$ cat src/rtl/alu_muldiv_seq.sv
`default_nettype none
// ============================================================================
// Module      : alu_muldiv_seq
// Description : Iterative RV-style multiply/divide unit. Radix-2 shift-add
//               multiply and restoring divide on operand magnitudes.
// Revision    : 1.0
// ============================================================================
module alu_muldiv_seq #(
    parameter int XLEN         = 32,
    parameter int FAST_SPECIAL = 1
) (
    input  logic            clk,
    input  logic            rst_n,
    input  logic            flush,
    input  logic            in_valid,
    output logic            in_ready,
    input  logic [2:0]      md_op,
    input  logic [XLEN-1:0] rs1,
    input  logic [XLEN-1:0] rs2,
    output logic            out_valid,
    input  logic            out_ready,
    output logic [XLEN-1:0] out
);

    localparam int                c_cnt_w    = (XLEN > 1) ? $clog2(XLEN) : 1;
    localparam logic [c_cnt_w-1:0] c_cnt_init = c_cnt_w'(XLEN - 1);
    localparam logic [c_cnt_w-1:0] c_cnt_one  = c_cnt_w'(1);
    localparam logic [XLEN-1:0]   c_min      = {1'b1, {(XLEN-1){1'b0}}};
    localparam logic [2:0]        c_op_mul    = 3'd0;
    localparam logic [2:0]        c_op_mulh   = 3'd1;
    localparam logic [2:0]        c_op_mulhsu = 3'd2;
    localparam logic [2:0]        c_op_div    = 3'd4;
    localparam logic [2:0]        c_op_rem    = 3'd6;
    localparam bit                c_fast      = (FAST_SPECIAL != 0);

    typedef enum logic [1:0] {
        IDLE = 2'd0,
        BUSY = 2'd1,
        DONE = 2'd2
    } state_t;

    state_t               r_state;
    state_t               w_state_nxt;
    logic [2:0]           r_op;
    logic [XLEN-1:0]      r_hi;
    logic [XLEN-1:0]      r_lo;
    logic [XLEN-1:0]      r_b;
    logic [c_cnt_w-1:0]   r_cnt;
    logic                 r_neg;
    logic                 r_spec;
    logic [XLEN-1:0]      r_out;

    // Request decode: operand signedness, magnitudes, special cases
    logic                 w_accept;
    logic                 w_a_signed;
    logic                 w_b_signed;
    logic                 w_a_neg;
    logic                 w_b_neg;
    logic [XLEN-1:0]      w_a_mag;
    logic [XLEN-1:0]      w_b_mag;
    logic                 w_res_neg;
    logic                 w_div0;
    logic                 w_ovf;
    logic                 w_special;
    logic [XLEN-1:0]      w_spec_res;

    assign w_accept   = (r_state == IDLE) && in_valid && !flush;
    assign w_a_signed = (md_op == c_op_mulh) || (md_op == c_op_mulhsu) ||
                        (md_op == c_op_div)  || (md_op == c_op_rem);
    assign w_b_signed = (md_op == c_op_mulh) || (md_op == c_op_div) || (md_op == c_op_rem);
    assign w_a_neg    = w_a_signed && rs1[XLEN-1];
    assign w_b_neg    = w_b_signed && rs2[XLEN-1];
    assign w_a_mag    = w_a_neg ? -rs1 : rs1;
    assign w_b_mag    = w_b_neg ? -rs2 : rs2;
    // Remainder takes the dividend sign; everything else the XOR of signs
    assign w_res_neg  = (md_op == c_op_rem) ? w_a_neg : (w_a_neg ^ w_b_neg);
    assign w_div0     = md_op[2] && (rs2 == '0);
    assign w_ovf      = md_op[2] && !md_op[0] && (rs1 == c_min) && (rs2 == '1);
    assign w_special  = w_div0 || w_ovf;
    assign w_spec_res = md_op[1] ? (w_div0 ? rs1 : '0) : (w_div0 ? '1 : rs1);

    // One iteration step for multiply and divide
    logic [XLEN:0]        w_sum;
    logic [XLEN:0]        w_rem_sh;
    logic                 w_ge;
    logic [XLEN-1:0]      w_diff;
    logic [XLEN-1:0]      w_hi_nxt;
    logic [XLEN-1:0]      w_lo_nxt;

    assign w_sum    = {1'b0, r_hi} + (r_lo[0] ? {1'b0, r_b} : '0);
    assign w_rem_sh = {r_hi, r_lo[XLEN-1]};
    assign w_ge     = (w_rem_sh >= {1'b0, r_b});
    assign w_diff   = w_rem_sh[XLEN-1:0] - r_b;
    assign w_hi_nxt = r_op[2] ? (w_ge ? w_diff : w_rem_sh[XLEN-1:0]) : w_sum[XLEN:1];
    assign w_lo_nxt = r_op[2] ? {r_lo[XLEN-2:0], w_ge} : {w_sum[0], r_lo[XLEN-1:1]};

    // Final selection uses the post-step values of the last iteration
    logic [2*XLEN-1:0]    w_prod;
    logic [2*XLEN-1:0]    w_prod_s;
    logic [XLEN-1:0]      w_div_sel;
    logic [XLEN-1:0]      w_div_s;
    logic [XLEN-1:0]      w_final;

    assign w_prod    = {w_hi_nxt, w_lo_nxt};
    assign w_prod_s  = r_neg ? -w_prod : w_prod;
    assign w_div_sel = r_op[1] ? w_hi_nxt : w_lo_nxt;
    assign w_div_s   = r_neg ? -w_div_sel : w_div_sel;
    assign w_final   = r_op[2] ? w_div_s :
                       (r_op == c_op_mul) ? w_prod_s[XLEN-1:0] : w_prod_s[2*XLEN-1:XLEN];

    always_ff @(posedge clk or negedge rst_n) begin
        if (!rst_n) begin
            r_state <= IDLE;
        end else begin
            r_state <= w_state_nxt;
        end
    end

    always_comb begin
        w_state_nxt = r_state;
        in_ready    = 1'b0;
        out_valid   = 1'b0;
        case (r_state)
            IDLE: begin
                in_ready = 1'b1;
                if (in_valid) begin
                    w_state_nxt = (c_fast && w_special) ? DONE : BUSY;
                end
            end
            BUSY: begin
                if (r_cnt == '0) begin
                    w_state_nxt = DONE;
                end
            end
            DONE: begin
                out_valid = 1'b1;
                if (out_ready) begin
                    w_state_nxt = IDLE;
                end
            end
            default: w_state_nxt = IDLE;
        endcase
        if (flush) begin
            w_state_nxt = IDLE;
        end
    end

    assign out = out_valid ? r_out : '0;

    // Special-case results are parked in r_out at accept; out is gated by state
    always_ff @(posedge clk or negedge rst_n) begin
        if (!rst_n) begin
            r_op   <= '0;
            r_hi   <= '0;
            r_lo   <= '0;
            r_b    <= '0;
            r_cnt  <= '0;
            r_neg  <= 1'b0;
            r_spec <= 1'b0;
            r_out  <= '0;
        end else if (w_accept) begin
            r_op   <= md_op;
            r_hi   <= '0;
            r_lo   <= w_a_mag;
            r_b    <= w_b_mag;
            r_cnt  <= c_cnt_init;
            r_neg  <= w_res_neg;
            r_spec <= w_special;
            if (w_special) begin
                r_out <= w_spec_res;
            end
        end else if (r_state == BUSY) begin
            r_hi <= w_hi_nxt;
            r_lo <= w_lo_nxt;
            if (r_cnt != '0) begin
                r_cnt <= r_cnt - c_cnt_one;
            end else if (!r_spec) begin
                r_out <= w_final;
            end
        end
    end

endmodule
`default_nettype wire
$ cat config.mk
export PLATFORM = sky130hd
export DESIGN_NAME = alu_muldiv_seq
export DESIGN_NICKNAME = d
export VERILOG_FILES = /design/src/rtl/alu_muldiv_seq.sv
export SDC_FILE = /design/constraint.sdc
export NUM_CORES = 1
export LEC_CHECK = 0
export CORE_ASPECT_RATIO = 0.5
export CORE_MARGIN = 5
export CORE_UTILIZATION = 29
export CTS_BUF_LIST = sky130_fd_sc_hd__clkbuf_4 sky130_fd_sc_hd__clkbuf_8
export DETAILED_ROUTE_END_ITERATION = 7
export REMOVE_ABC_BUFFERS = 1
export SYNTH_ARGS = -nofsm -noshare
export SYNTH_HDL_FRONTEND = slang
export SYNTH_SLANG_ARGS = --single-unit
$ cat constraint.sdc
create_clock -name clk -period 11.6 [get_ports clk]
set_input_delay 2.32 -clock clk [delete_from_list [all_inputs] [get_ports clk]]
set_output_delay 2.32 -clock clk [all_outputs]
set_load 0.03 [all_outputs]
# ---- Yosys cells after proc, flatten, opt, wreduce, memory -nomap -nowiden
# Index checks and enable logic that the tools add are counted.
dict set report word_totals {
  output_inout_bits 34
  wordCells 94
  register_bits 140
  input_bits 72
}
dict set report op_classes {
  eq_ne 14
  addsub 7
  n_lt_le_gt_ge 1
  n_mux 36
  n_bitwise 1
  n_reduce_logical 26
}
# operator n
set ops {}
lappend ops {{$mux 32} 23}
lappend ops {{$neg 32->32} 3}
lappend ops {{$eq 32x32->1 const B} 2}
lappend ops {{$mux 64} 1}
lappend ops {{$neg 64->64} 1}
lappend ops {{$add 32x32->33} 1}
lappend ops {{$ge 33x32->1} 1}
lappend ops {{$logic_not 32->1} 1}
lappend ops {{$sub 32x32->32} 1}
lappend ops {{$mux 5} 3}
lappend ops {{$mux 2} 5}
lappend ops {{$ne 3x3->1 const B} 3}
lappend ops {{$logic_and 1x1->1} 8}
lappend ops {{$eq 3x3->1 const B} 2}
lappend ops {{$logic_or 1x1->1} 6}
lappend ops {{$pmux 2 s3} 1}
lappend ops {{$logic_not 5->1} 1}
lappend ops {{$reduce_bool 5->1} 1}
lappend ops {{$sub 5x1->5 const B} 1}
lappend ops {{$ne 2x1->1 const B} 2}
lappend ops {{$reduce_and 4->1} 1}
lappend ops {{$reduce_bool 2->1} 2}
lappend ops {{$eq 3x1->1 const B} 1}
lappend ops {{$eq 3x2->1 const B} 1}
lappend ops {{10 further kinds} 13}

# ---- Logic depth before layout (Yosys ltp)
dict set report depth {
  depth_word 11
  depth_mapped 24
  ltp_nobuf 21
}

# ---- Worst setup path after synthesis
# OpenSTA, ideal clock, no wires.
dict set report synth_timing {
  path_kind {input-to-reg}
  from {input rs2[0]}
  to {register r_out[7]}
  n_path_buf 4
  setup_slack_ns 5.955
  arrival_time_ns 5.524
  required_time_ns 11.479
  stages 16
  setup_ns 0.121
  cell_sequence {inv_1 ha_1 nand3_1 or4b_2 clkbuf_1 nor4_1 and3b_1 and4b_1 buf_2 o21bai_1 and2_1 or2_2 clkbuf_1 clkbuf_1 o21ai_0 o22a_1}
}
dict set report synth_between {
  elab_chain_len 6
  word_cells_on_any_way 12
  classes_between {2 x eq/ne; 5 x mux; 5 x reduce/logical}
}
# item line
set synth_lines {}
lappend synth_lines {{start, declared} 19} ;# input logic [XLEN-1:0] rs2,
lappend synth_lines {{$logic_not 32->1} 77} ;# assign w_div0 = md_op[2] && (rs2 == '0);
lappend synth_lines {{$logic_and 1x1->1} 77}
lappend synth_lines {{$mux 32 (2 in series)} 80} ;# assign w_spec_res = md_op[1] ? (w_div0 ? rs1 : '0) : (w_div0 ? '1 : rs1);
lappend synth_lines {{$mux 32} 169} ;# if (w_special) begin
lappend synth_lines {{$mux 32} 161} ;# end else if (w_accept) begin
lappend synth_lines {{end signal, assigned} 170} ;# r_out <= w_spec_res;
lappend synth_lines {{end signal, assigned} 178} ;# r_out <= w_final;
lappend synth_lines {{end, declared} 51} ;# logic [XLEN-1:0] r_out;
# Several ways; a longest one is shown, not always the timed one. The select of a mux whose other input is x is not followed.
# A chain may end at the register's enable or synchronous reset.

# ---- Final worst setup path
dict set report layout_timing {
  from {input rs2[0]}
  to {register r_out[18]}
}
# Same word-level chain as after synthesis.

==> impl_results.md <==
- Final Cell Area: 0.0192 mm^2
- Seq/Total Area, Yosys: 20.3%
- CP cell instances: clkdlybuf4s50_1 -> inv_1 -> ha_1 -> nand3_1 -> or4b_2 -> nor4_1 -> and3b_1 -> and4b_2 -> buf_4 -> o21bai_1 -> and2_1 -> or2_2 -> o32ai_1 -> a31oi_1 -> o21ai_0 -> a21oi_1
- CP endpoint kind: register
- Max-cap violations: 0
- Setup TNS: 0 ns
- Cell taking the most area after synthesis: dfrtp_1
- Top delay family on crit path: simple AND/OR/NAND/NOR gates
- CP max FO: 63
- P&R area growth vs syn: 11.5%
- Initial DRC Count: 1912
- Slew HR: 11.4%
- CTS tree: yes
- Synth Flop Type: dfrtp_1
- Post-synthesis cell count: 2371
- Commonest non-fill, non-tap cells in the layout: nand2_1 (283), o21ai_0 (218), nor2_1 (210)
- CP required: 12.07 ns
- I/O pin count: 106
- Grt total ovfl: 0
- Dominant cells by area after synthesis: dfrtp_1 (20%), o21ai_0 (6.3%), nand2_1 (6.2%)
- DIE HEIGHT: 182 um
- Final net count: 2508
- WP buf/inv: 3
- Fin crit share: 62.1%
- 1st-pass router iterations: 5
- Die area: 0.0647 mm^2
- PD cells: 246 mW/mm^2
- DR vias/cell: 5.97
- Synth cell types: 115
- Root buf cell: clkbuf_8
- Slowest cell on the critical path: or4b_2
- Post-DP HPWL: 55.3 mm
- Final Hold Vio Count: 0
- Input/output buffers: 105
- Syn avg cell area: 7.27 um^2
- Hold Path Class: reg -> reg
- Leakage: 7.22 nW
- Peak supply drop: 0.111 mV
- Inserted Clock Buffers: 17
- EDFF count, synth: 0
- Max Slew Vio Count: 0
- DRC violations left: 0
- FP Rows: 63
- CP arrival: 7.67 ns
- Post-synth top area share: 20.3%
- Proportion of layout cells with a drive suffix above 1: 6.94%
- WL final: 73.8 mm
- Clock-pin slew on the worst setup and hold paths: 0.11 ns
- Critical path class: in -> reg
- Clk Latency, worst-skew pair: 0.54 ns
- Largest net degree at the start of global routing: 173
- Final min period: 7.20 ns
- Global-route wire length before repair: 111 mm
- Commonest non-fill, non-tap cell in the layout: nand2_1
- Async set or reset register ratio after synthesis: 100%
- Filler Cell Count: 6298
- Via count: 18800
- Number of global-route vias before repair: 17600
- WL per Instance: 23.4 um
- Routed Antenna Nets: 0
- Finish-stage setup viols: 0
- Worst-Margin Slew: 1.31 ns
- Startpoint Class: input pin
- Placeable Area: 0.0590 mm^2
- CTS Sinks: 140
- Yosys reg bits: 140
- Post_cts resized: 0
- CP peak stage delay: 0.80 ns
- Initial antenna violation count: 1
- Hold Buf Count CTS: 0
- DP Area: 0.0188 mm^2
- Synth Cell Area: 0.0172 mm^2
- Fmax: 139 MHz
- Status: complete, no violations
- RSZ-0062 raised after global routing: false
- Placer Congestion: 0.967
- Die Span X: 355 um
- Setup Skew: 0.0239 ns
- Htree depth: 4
- Count of yosys warnings during synthesis: 0
- Tot GR Track Use: 22.1%
- Starting Density: 29.2%
- Setup Fix Bufs, Post-CTS: 0
- Longest Clk Path Bufs: 2
## synth_stat cells, drive strengths merged (9+ instances only)
master,count
nor3b,9
xnor2,97
nand2,283
o211ai,43
a221oi,18
a211oi,19
mux2,16
dfrtp,140
o31ai,37
nor4,30
o21ai,226
nor2b,15
o221ai,14
nand4,49
clkbuf,98
nand3,82
and3,16
a31oi,37
o22ai,9
ha,71
buf,64
o311ai,12
mux2i,39
nor3,66
xor2,69
o21a,23
a211o,9
and2,74
a41oi,12
nand2b,17
nor2,212
or2,13
inv,68
o41ai,13
a21oi,180
or3,43
a21o,13
## worst reg2reg max path: stages, from the launching register on
cell and delay (ns):
dfrtp_1 0.50, ha_1 0.48, a21oi_1 0.34, o21a_2 0.24, o221ai_2 0.15, o211ai_2 0.18
buf_4 0.35, a41oi_1 0.19, buf_4 0.21, inv_1 0.19, ha_1 0.31, o221a_2 0.27
nand3_1 0.12, or4_1 0.53, or4_1 0.50, or3_1 0.40, nor4_1 0.68, and4_1 0.35
a31oi_1 0.11, xnor2_1 0.23, o211ai_1 0.29, o211ai_1 0.14
## power by group
| part | internal (mW) | total (mW) | switching (mW) |
|---|---|---|---|
| logic | 1.19 | 3.46 | 2.27 |
| clock network | 0.178 | 0.444 | 0.266 |
| registers | 0.607 | 0.824 | 0.218 |
| total | 1.97 | 4.72 | 2.75 |
## per-layer routing
layer  global-route usage (%)  wire length [um]  vias up  part of all wire [%]
li1                         -                 -     8732                     -
met1                     31.1             33200     9125                    45
met2                     34.9             32800      853                    44
met3                     3.72              5850      122                   7.9
met4                     6.65              1980        0                   2.7
met5                        0                 0        -                     0
## state kept, by name (all words and copies together), names as in the netlist
| register | count |
|---|---|
| r_b | 32 |
| r_hi | 32 |
| r_lo | 32 |
| r_out | 32 |
| r_cnt | 5 |
| r_op | 3 |
| r_state | 2 |
| r_neg | 1 |
| r_spec | 1 |
## through the flow
step	power (mW)	worst slack, ns	hold WS, ns	utilization [%]	cells
floorplan	3.07	4.02	0.440	-	2209
global placement	4.15	4.07	0.467	31.9	3124
detailed placement	4.16	3.97	0.480	31.9	3124
CTS	4.62	4.51	0.503	32.6	3156
global route	5.02	4.09	0.523	32.6	3157
finish	4.72	4.40	0.506	32.6	3157
## final timing paths
path | start | to | slack (ns) | depth (start not counted)
max | rs2[0] | r_out[18]$_DFFE_PN0P_ | 4.40 | 16
min | r_out[27]$_DFFE_PN0P_ | r_out[27]$_DFFE_PN0P_ | 0.51 | 1
max reg2reg | r_hi[15]$_DFFE_PN0N_ | r_out[14]$_DFFE_PN0P_ | 4.70 | 21
min reg2reg | r_out[27]$_DFFE_PN0P_ | r_out[27]$_DFFE_PN0P_ | 0.51 | 1
max in group asynchronous | rst_n | r_neg$_DFFE_PN0P_ | 8.37 | 2
min in group asynchronous | rst_n | r_out[2]$_DFFE_PN0P_ | 1.84 | 1
## kinds of logic (layout without fill, tap and decap cells)
kind of cell / Yosys count / after routing / synth area share [%]
AOI/OAI and AO/OA: 757 / 757 / 29.2
xor gates and xnor gates: 166 / 166 / 8.43
adders and majority gates: 73 / 73 / 5.38
buffers and inverters: 230 / 235 / 5.68
DFF: 140 / 140 / 20.3
muxes: 57 / 57 / 3.57
other: 0 / 1 / 0
and+or+nand+nor: 948 / 948 / 27.5
## area by class of cell
type	count	area, um^2	area share (%)
Multi-Input combinational cell	2001	12800	66.6
Clock buffer	17	234	1.22
Tap cell	780	976	5.07
Timing Repair Buffer	135	1290	6.71
Sequential cell	140	3510	18.2
Inverter	68	255	1.33
Antenna cell	1	2.50	0.0130
Clock inverter	15	159	0.826
No activity file was read; power rests on OpenSTA's default activity.
